[src/rtl/rapid_pkg.sv]
// Shared types for the RAPID pipeline: control bundles, memory width codes
// and memory-access-unit FSM states.
package rapid_pkg;

    localparam int unsigned XLEN = 32;
    localparam int unsigned RD_W = 5;

    // Control bundle from execute toward the memory stage.
    typedef struct packed {
        logic            mem;               // 1 = load/store
        logic            iop;               // 1 = store
        logic [2:0]      fcs_opcode;        // width code
        logic [RD_W-1:0] rd;
        logic [XLEN-1:0] debug_instruction;
    } control_mem_s;

    // Control bundle from the memory stage toward writeback.
    typedef struct packed {
        logic [RD_W-1:0] rd;
        logic            rd_we;
        logic [XLEN-1:0] debug_instruction;
    } control_wb_s;

    // Access width encodings carried in fcs_opcode.
    localparam logic [2:0] MEM_B  = 3'b000;
    localparam logic [2:0] MEM_H  = 3'b001;
    localparam logic [2:0] MEM_W  = 3'b010;
    localparam logic [2:0] MEM_BU = 3'b100;
    localparam logic [2:0] MEM_HU = 3'b101;

    typedef enum logic [1:0] {
        IDLE = 2'd0,
        REQ  = 2'd1,
        WAIT = 2'd2
    } mau_state_e;

endpackage

[src/rtl/load_store_align.sv]
// Combinational byte-lane steering for the data-memory bus.
// Ports:
//   addr_lo_i      - effective address bits [1:0]
//   width_i        - width code (MEM_*)
//   is_store_i     - 1 = store
//   store_data_i   - raw store data (rs2)
//   rdata_i        - raw load word from the bus
//   be_c_o         - byte enables for the access
//   wdata_c_o      - lane-replicated store data
//   misaligned_c_o - address not aligned to the access width
//   illegal_c_o    - width code not legal for this access kind
//   load_data_c_o  - extracted and extended load value
module load_store_align
    import rapid_pkg::*;
(
    input  logic [1:0]      addr_lo_i,
    input  logic [2:0]      width_i,
    input  logic            is_store_i,
    input  logic [XLEN-1:0] store_data_i,
    input  logic [XLEN-1:0] rdata_i,
    output logic [3:0]      be_c_o,
    output logic [XLEN-1:0] wdata_c_o,
    output logic            misaligned_c_o,
    output logic            illegal_c_o,
    output logic [XLEN-1:0] load_data_c_o
);

    // Addressed lane of the load word, shifted down to bit 0.
    logic [15:0] lane;

    always_comb begin
        lane           = 16'(rdata_i >> {addr_lo_i, 3'b000});
        be_c_o         = 4'b0000;
        wdata_c_o      = store_data_i;
        misaligned_c_o = 1'b0;
        illegal_c_o    = 1'b0;
        load_data_c_o  = '0;
        case (width_i)
            MEM_B: begin
                be_c_o        = 4'b0001 << addr_lo_i;
                wdata_c_o     = {4{store_data_i[7:0]}};
                load_data_c_o = {{(XLEN-8){lane[7]}}, lane[7:0]};
            end
            MEM_BU: begin
                be_c_o        = 4'b0001 << addr_lo_i;
                illegal_c_o   = is_store_i;
                load_data_c_o = {{(XLEN-8){1'b0}}, lane[7:0]};
            end
            MEM_H: begin
                be_c_o         = 4'b0011 << {addr_lo_i[1], 1'b0};
                wdata_c_o      = {2{store_data_i[15:0]}};
                misaligned_c_o = addr_lo_i[0];
                load_data_c_o  = {{(XLEN-16){lane[15]}}, lane[15:0]};
            end
            MEM_HU: begin
                be_c_o         = 4'b0011 << {addr_lo_i[1], 1'b0};
                illegal_c_o    = is_store_i;
                // Illegal takes precedence so the flags stay exclusive.
                misaligned_c_o = addr_lo_i[0] & ~is_store_i;
                load_data_c_o  = {{(XLEN-16){1'b0}}, lane[15:0]};
            end
            MEM_W: begin
                be_c_o         = 4'b1111;
                misaligned_c_o = (addr_lo_i != 2'b00);
                load_data_c_o  = rdata_i;
            end
            default: begin
                illegal_c_o = 1'b1;
            end
        endcase
    end

endmodule

[src/rtl/memory_access_unit.sv]
// Memory stage: passes ALU results through and runs single-outstanding
// req/gnt/rvalid transactions for loads and stores, with registered
// results, alignment and bus-timeout exceptions toward writeback.
// Ports:
//   i_clk, i_rst_n        - clock, async active-low reset
//   i_valid / o_ready     - execute handshake (o_ready = state is IDLE)
//   i_control_signal      - control bundle from execute
//   i_alu_result          - rd value, or effective address for mem ops
//   i_memory_data         - store data
//   o_dmem_*              - data-memory request channel
//   i_dmem_gnt            - request accepted
//   i_dmem_rvalid/rdata   - load response
//   o_valid               - one-cycle writeback result pulse
//   o_control_signal      - writeback control bundle
//   o_rd_output           - writeback value
//   o_misaligned          - alignment exception (qualified by o_valid)
//   o_bus_error           - timeout / illegal width (qualified by o_valid)
module memory_access_unit
    import rapid_pkg::*;
#(
    parameter int unsigned TIMEOUT_CYCLES = 64
) (
    input  logic            i_clk,
    input  logic            i_rst_n,
    input  logic            i_valid,
    output logic            o_ready,
    input  control_mem_s    i_control_signal,
    input  logic [XLEN-1:0] i_alu_result,
    input  logic [XLEN-1:0] i_memory_data,
    output logic            o_dmem_req,
    output logic            o_dmem_we,
    output logic [XLEN-1:0] o_dmem_addr,
    output logic [XLEN-1:0] o_dmem_wdata,
    output logic [3:0]      o_dmem_be,
    input  logic            i_dmem_gnt,
    input  logic            i_dmem_rvalid,
    input  logic [XLEN-1:0] i_dmem_rdata,
    output logic            o_valid,
    output control_wb_s     o_control_signal,
    output logic [XLEN-1:0] o_rd_output,
    output logic            o_misaligned,
    output logic            o_bus_error
);

    localparam int unsigned CNT_W = (TIMEOUT_CYCLES < 2) ? 1 : $clog2(TIMEOUT_CYCLES);
    localparam logic [CNT_W-1:0] CNT_LAST = CNT_W'(TIMEOUT_CYCLES - 1);

    mau_state_e      state_q, state_d;
    logic [CNT_W-1:0] cnt_q, cnt_d;

    // Captured at acceptance, used while the transaction is in flight.
    logic [1:0]      addr_lo_q, addr_lo_d;
    logic [2:0]      width_q, width_d;
    logic [RD_W-1:0] rd_q, rd_d;
    logic [XLEN-1:0] dbg_q, dbg_d;

    logic            req_q, req_d;
    logic            we_q, we_d;
    logic [XLEN-1:0] addr_q, addr_d;
    logic [XLEN-1:0] wdata_q, wdata_d;
    logic [3:0]      be_q, be_d;
    logic            valid_q, valid_d;
    control_wb_s     wb_q, wb_d;
    logic [XLEN-1:0] rd_out_q, rd_out_d;
    logic            mis_q, mis_d;
    logic            berr_q, berr_d;

    logic [1:0]      lsa_addr_lo;
    logic [2:0]      lsa_width;
    logic [3:0]      lsa_be;
    logic [XLEN-1:0] lsa_wdata;
    logic            lsa_mis;
    logic            lsa_ill;
    logic [XLEN-1:0] lsa_load;

    // In IDLE the aligner sees the incoming request; otherwise the captured one.
    assign lsa_addr_lo = (state_q == IDLE) ? i_alu_result[1:0] : addr_lo_q;
    assign lsa_width   = (state_q == IDLE) ? i_control_signal.fcs_opcode : width_q;

    load_store_align u_align (
        .addr_lo_i      (lsa_addr_lo),
        .width_i        (lsa_width),
        .is_store_i     (i_control_signal.iop),
        .store_data_i   (i_memory_data),
        .rdata_i        (i_dmem_rdata),
        .be_c_o         (lsa_be),
        .wdata_c_o      (lsa_wdata),
        .misaligned_c_o (lsa_mis),
        .illegal_c_o    (lsa_ill),
        .load_data_c_o  (lsa_load)
    );

    // Next-state and output logic.
    always_comb begin
        state_d   = state_q;
        cnt_d     = cnt_q;
        addr_lo_d = addr_lo_q;
        width_d   = width_q;
        rd_d      = rd_q;
        dbg_d     = dbg_q;
        req_d     = req_q;
        we_d      = we_q;
        addr_d    = addr_q;
        wdata_d   = wdata_q;
        be_d      = be_q;
        valid_d   = 1'b0;
        wb_d      = wb_q;
        rd_out_d  = rd_out_q;
        mis_d     = mis_q;
        berr_d    = berr_q;

        case (state_q)
            IDLE: begin
                if (i_valid) begin
                    addr_lo_d = i_alu_result[1:0];
                    width_d   = i_control_signal.fcs_opcode;
                    rd_d      = i_control_signal.rd;
                    dbg_d     = i_control_signal.debug_instruction;
                    wb_d.rd                = i_control_signal.rd;
                    wb_d.debug_instruction = i_control_signal.debug_instruction;
                    wb_d.rd_we             = 1'b0;
                    mis_d     = 1'b0;
                    berr_d    = 1'b0;
                    if (!i_control_signal.mem) begin
                        valid_d    = 1'b1;
                        rd_out_d   = i_alu_result;
                        wb_d.rd_we = (i_control_signal.rd != '0);
                    end else if (lsa_ill) begin
                        valid_d = 1'b1;
                        berr_d  = 1'b1;
                    end else if (lsa_mis) begin
                        valid_d  = 1'b1;
                        mis_d    = 1'b1;
                        rd_out_d = i_alu_result;
                    end else begin
                        state_d = REQ;
                        cnt_d   = '0;
                        req_d   = 1'b1;
                        we_d    = i_control_signal.iop;
                        addr_d  = {i_alu_result[XLEN-1:2], 2'b00};
                        be_d    = lsa_be;
                        wdata_d = lsa_wdata;
                    end
                end
            end
            REQ: begin
                cnt_d = cnt_q + CNT_W'(1);
                if (i_dmem_gnt) begin
                    req_d = 1'b0;
                    if (we_q) begin
                        state_d    = IDLE;
                        valid_d    = 1'b1;
                        wb_d.rd_we = 1'b0;
                    end else begin
                        state_d = WAIT;
                    end
                end else if (cnt_q == CNT_LAST) begin
                    req_d      = 1'b0;
                    state_d    = IDLE;
                    valid_d    = 1'b1;
                    berr_d     = 1'b1;
                    wb_d.rd_we = 1'b0;
                end
            end
            WAIT: begin
                cnt_d = cnt_q + CNT_W'(1);
                if (i_dmem_rvalid) begin
                    state_d    = IDLE;
                    valid_d    = 1'b1;
                    rd_out_d   = lsa_load;
                    wb_d.rd_we = (rd_q != '0);
                end else if (cnt_q == CNT_LAST) begin
                    state_d    = IDLE;
                    valid_d    = 1'b1;
                    berr_d     = 1'b1;
                    wb_d.rd_we = 1'b0;
                end
            end
            default: begin
                state_d = IDLE;
                req_d   = 1'b0;
            end
        endcase
    end

    // State and output registers.
    always_ff @(posedge i_clk or negedge i_rst_n) begin
        if (!i_rst_n) begin
            state_q   <= IDLE;
            cnt_q     <= '0;
            addr_lo_q <= '0;
            width_q   <= '0;
            rd_q      <= '0;
            dbg_q     <= '0;
            req_q     <= 1'b0;
            we_q      <= 1'b0;
            addr_q    <= '0;
            wdata_q   <= '0;
            be_q      <= '0;
            valid_q   <= 1'b0;
            wb_q      <= '0;
            rd_out_q  <= '0;
            mis_q     <= 1'b0;
            berr_q    <= 1'b0;
        end else begin
            state_q   <= state_d;
            cnt_q     <= cnt_d;
            addr_lo_q <= addr_lo_d;
            width_q   <= width_d;
            rd_q      <= rd_d;
            dbg_q     <= dbg_d;
            req_q     <= req_d;
            we_q      <= we_d;
            addr_q    <= addr_d;
            wdata_q   <= wdata_d;
            be_q      <= be_d;
            valid_q   <= valid_d;
            wb_q      <= wb_d;
            rd_out_q  <= rd_out_d;
            mis_q     <= mis_d;
            berr_q    <= berr_d;
        end
    end

    assign o_ready          = (state_q == IDLE);
    assign o_dmem_req       = req_q;
    assign o_dmem_we        = we_q;
    assign o_dmem_addr      = addr_q;
    assign o_dmem_wdata     = wdata_q;
    assign o_dmem_be        = be_q;
    assign o_valid          = valid_q;
    assign o_control_signal = wb_q;
    assign o_rd_output      = rd_out_q;
    assign o_misaligned     = mis_q;
    assign o_bus_error      = berr_q;

endmodule

[config.mk]
export PLATFORM = sky130hd
export DESIGN_NAME = memory_access_unit
export DESIGN_NICKNAME = d
export VERILOG_FILES = /design/src/rtl/rapid_pkg.sv /design/src/rtl/load_store_align.sv /design/src/rtl/memory_access_unit.sv
export SDC_FILE = /design/constraint.sdc
export NUM_CORES = 1
export LEC_CHECK = 0
export CORE_UTILIZATION = 55
export DETAILED_ROUTE_END_ITERATION = 8
export DONT_BUFFER_PORTS = 1
export PLACE_DENSITY = 0.84
export SYNTH_ARGS = -nofsm -noshare
export SYNTH_HDL_FRONTEND = slang
export SYNTH_SLANG_ARGS = --single-unit
export TNS_END_PERCENT = 100
[constraint.sdc]
create_clock -name i_clk -period 2.5 [get_ports i_clk]
set_clock_uncertainty 0.15 [all_clocks]
set_input_delay 0.25 -clock i_clk [delete_from_list [all_inputs] [get_ports i_clk]]
set_output_delay 0.25 -clock i_clk [all_outputs]
set_load 0.03 [all_outputs]
==> results.py <==
metrics = {
    "run_status": {
        "outcome": "finished, violations left",
        "violations": "negative hold slack",
    },
    "timing": {
        "finalWorstSetupSlack_ps": 3.28,
        "hold_viol_final": 154,
        "setup_viol": 0,
        "rsz0062_at_grt": "yes",
        "slew_headroom_pct": 59.0,
        "min_period_ps": 2500,
        "fmax_mhz": 401,
        "slew_viol_final": 0,
        "finalCritPeriodShare_pct": 99.9,
        "tightest_slew_ps": 609,
        "tns_ps": 0,
        "hold_ws_ps": -622,
    },
    "layout": {
        "multi_input_area_um2": 3640,
        "num-fill-cells": 788,
        "final_core_util_pct": 76.5,
        "nets": 964,
        "final_layout_size_suffix_gt1_share_pct": 28.5,
        "area_delta_synth_final_pct": 34.7,
        "final_cell_mix": "154 x dfrtp_1, 126 x dlygate4sd3_1, 85 x mux2_2, 71 x nor2_1, 61 x a21oi_1",
        "seqCellArea_um2": 3850,
        "final_common_cell": "dfrtp_1",
    },
    "clocking": {
        "clkLatencyLatePin_ps": 420,
        "cts.sink_count": 154,
        "hold_buffers": 126,
        "clk_pin_slew_worst_paths_ps": 60,
        "cts_made_buffers": 17,
        "clock-root-buffer": "clkbuf_16",
        "cts_buffer_depth": 2,
        "cts.htree.levels": 4,
        "cts_tree": "yes",
    },
    "place": {
        "dpl_worst_slack_ps": -85.9,
        "portBuffers": 0,
        "dp_hpwl_um": 15300,
        "routabilityCongestion": 0.965,
    },
    "setup_path": {
        "required_ps": 2650,
        "crit_arrival_ps": 2650,
        "worstReg2RegStart": "state_q[1]",
        "worstPathMaxFanout": 16,
        "startpoint": "state_q[1]",
        "start_kind": "flop",
        "end_kind": "flop",
        "path_class": "flop to flop",
    },
    "grt": {
        "grt_usage_pct": 36.0,
        "grt_use_met3_pct": 9.96,
        "grt-busiest-layer": "met2",
        "grt_pass1_vias": 6829,
        "grt-ovfl-total": 0,
        "grt_pass1_wl_um": 38500,
        "met1_usage_pct": 41.1,
        "use_met2_pct": 60.0,
        "grt_max_degree": 155,
        "antenna_found_initial": 1,
    },
    "synthesis": {
        "ys_warn_count": 0,
        "synth_compound_area_share_pct": 17.8,
        "ys_ff_latch": 154,
        "syn_avg_cell_area_um2": 11.4,
        "netlist_instances": 662,
        "synth_simple_gate_area_share_pct": 8.48,
        "synth-xor-area-share_pct": 0.116,
        "ys_types": 64,
        "synth_top_family_by_area": "multiplexers",
        "async_flop_share_pct": 100,
        "synth_ff_type": "dfrtp_1",
        "synth.area.mux_share_pct": 17.9,
        "synth_adder_area_share_pct": 0.828,
        "yosysSeqAreaShare_pct": 51.0,
        "synth_edf_count": 0,
        "syn_area_um2": 7550,
    },
    "pwr": {
        "p_per_area_nw_per_um2": 1550,
        "irDropWorstVdd_uv": 891,
        "p_leak_nw": 4.19,
    },
    "job": {
        "maxCapViolCount": 0,
    },
    "detailed_routing": {
        "detail-route-antenna-nets": 0,
        "drt-pass1-iter-count": 8,
        "drtIter0Drc": 674,
        "drc": 0,
        "via_count": 6689,
        "avgViaCountPerCell": 6.65,
        "finalWirelength_um": 25800,
        "wl_per_cell_um": 25.7,
    },
    "floorplanning": {
        "fp-row-count": 42,
        "die_width_um": 119,
        "die_area_um2": 14200,
        "fp.dieH_um": 119,
        "io_pins": 287,
        "start_util_pct": 56.8,
        "coreArea_um2": 13300,
    },
    "worst_hold_path": {
        "hold_class": "primary input to async pin",
    },
}
synth_stat cells, drive strengths merged (6+ instances only):
| master | instances | area share, % |
|---|---|---|
| dfrtp | 154 | 51 |
| mux2 | 85 | 13 |
| a21oi | 78 | 5.7 |
| nor2 | 73 | 3.7 |
| buf | 28 | 2.5 |
| mux2i | 27 | 3.7 |
| a22oi | 26 | 2.7 |
| nand2 | 26 | 1.3 |
| clkbuf | 18 | 0.89 |
| o21ai | 18 | 1.2 |
| a21o | 9 | 0.89 |
| a221oi | 8 | 0.93 |
| nand3 | 8 | 0.53 |
| a222oi | 7 | 0.93 |
| inv | 7 | 0.35 |
| o2bb2ai | 7 | 0.81 |
| a31oi | 6 | 0.50 |
power by group:
group	leakage (nW)	total [mW]	internal, mW	switching, mW
clock network	0.298	2.68	1.62	1.06
logic	2.09	5.86	2.78	3.09
registers	1.80	7.18	3.72	3.46
cell families (layout without fill, tap and decap cells):
group                    count (synthesis)  count (layout)
adder cells (fa/ha/maj)                  5               5
AO/OA/AOI/OAI                          193             193
flip-flops                             154             154
XOR/XNOR                                 1               1
multiplexers                           117             117
other                                    1               3
buffers and inverters                   54             220
AND/OR/NAND/NOR                        137             137
flip-flops by register name (all words and copies together) (netlist names), 2 cells and up:
| signal | count |
|---|---|
| o_control_signal | 38 |
| o_dmem_wdata | 32 |
| o_rd_output | 32 |
| o_dmem_addr | 30 |
| cnt_q | 6 |
| o_dmem_be | 4 |
| width_q | 3 |
| addr_lo_q | 2 |
| state_q | 2 |
worst paths after layout:
kind                               endpoint  slack, ps  depth (start not counted)
setup / recovery             o_rd_output[5]          3                          8
hold / removal              o_rd_output[29]       -620                          0
setup reg to reg             o_rd_output[5]          3                          8
hold reg to reg                    cnt_q[5]        380                          1
max in group asynchronous  o_dmem_wdata[10]       2630                          0
min in group i_clk           o_rd_output[1]          0                          2
metal layers:
metal,part of all wire [%],vias up,wire length [µm]
li1,-,2756,-
met3,10,102,2640
met4,5.1,0,1330
met1,34,3308,8840
met5,0,-,0
met2,50,523,13000
worst max-delay path, cell delays in order (launching register included):
cell,delay (ps)
dfrtp_1,390
inv_2,80
ha_4,180
mux2i_2,280
buf_12,200
mux4_2,540
a221oi_4,300
buf_4,160
o21ai_0,70
area by class of cell:
cell class / count / area share (%)
multi-input cells: 455 / 35.7
clock buffers: 21 / 4.43
flip-flops and latches: 154 / 37.9
well taps: 176 / 2.16
diodes: 1 / 0.0246
clock inverters: 11 / 1.60
inverters: 8 / 0.295
repair buffers: 180 / 17.9
repair_timing:
| action | in CTS | in global routing |
|---|---|---|
| pin swaps | 1 | 6 |
| gates cloned | 1 | 1 |
| resized for setup | 9 | 44 |
| endpoints found under the setup margin | 48 | 100 |
| hold endpoints to repair | 295 | 154 |
| setup buffers | 1 | 9 |
stage by stage:
step / cells / area [µm²] / total power [mW]
floorplan: 663 / 7580 / 10.6
CTS: 995 / 9890 / 15.0
global placement: 835 / 7940 / 11.7
global route: 1006 / 10200 / 16.3
finish: 1006 / 10200 / 15.7
detailed placement: 835 / 7940 / 12.0
Power figures use the tool's default switching activity.
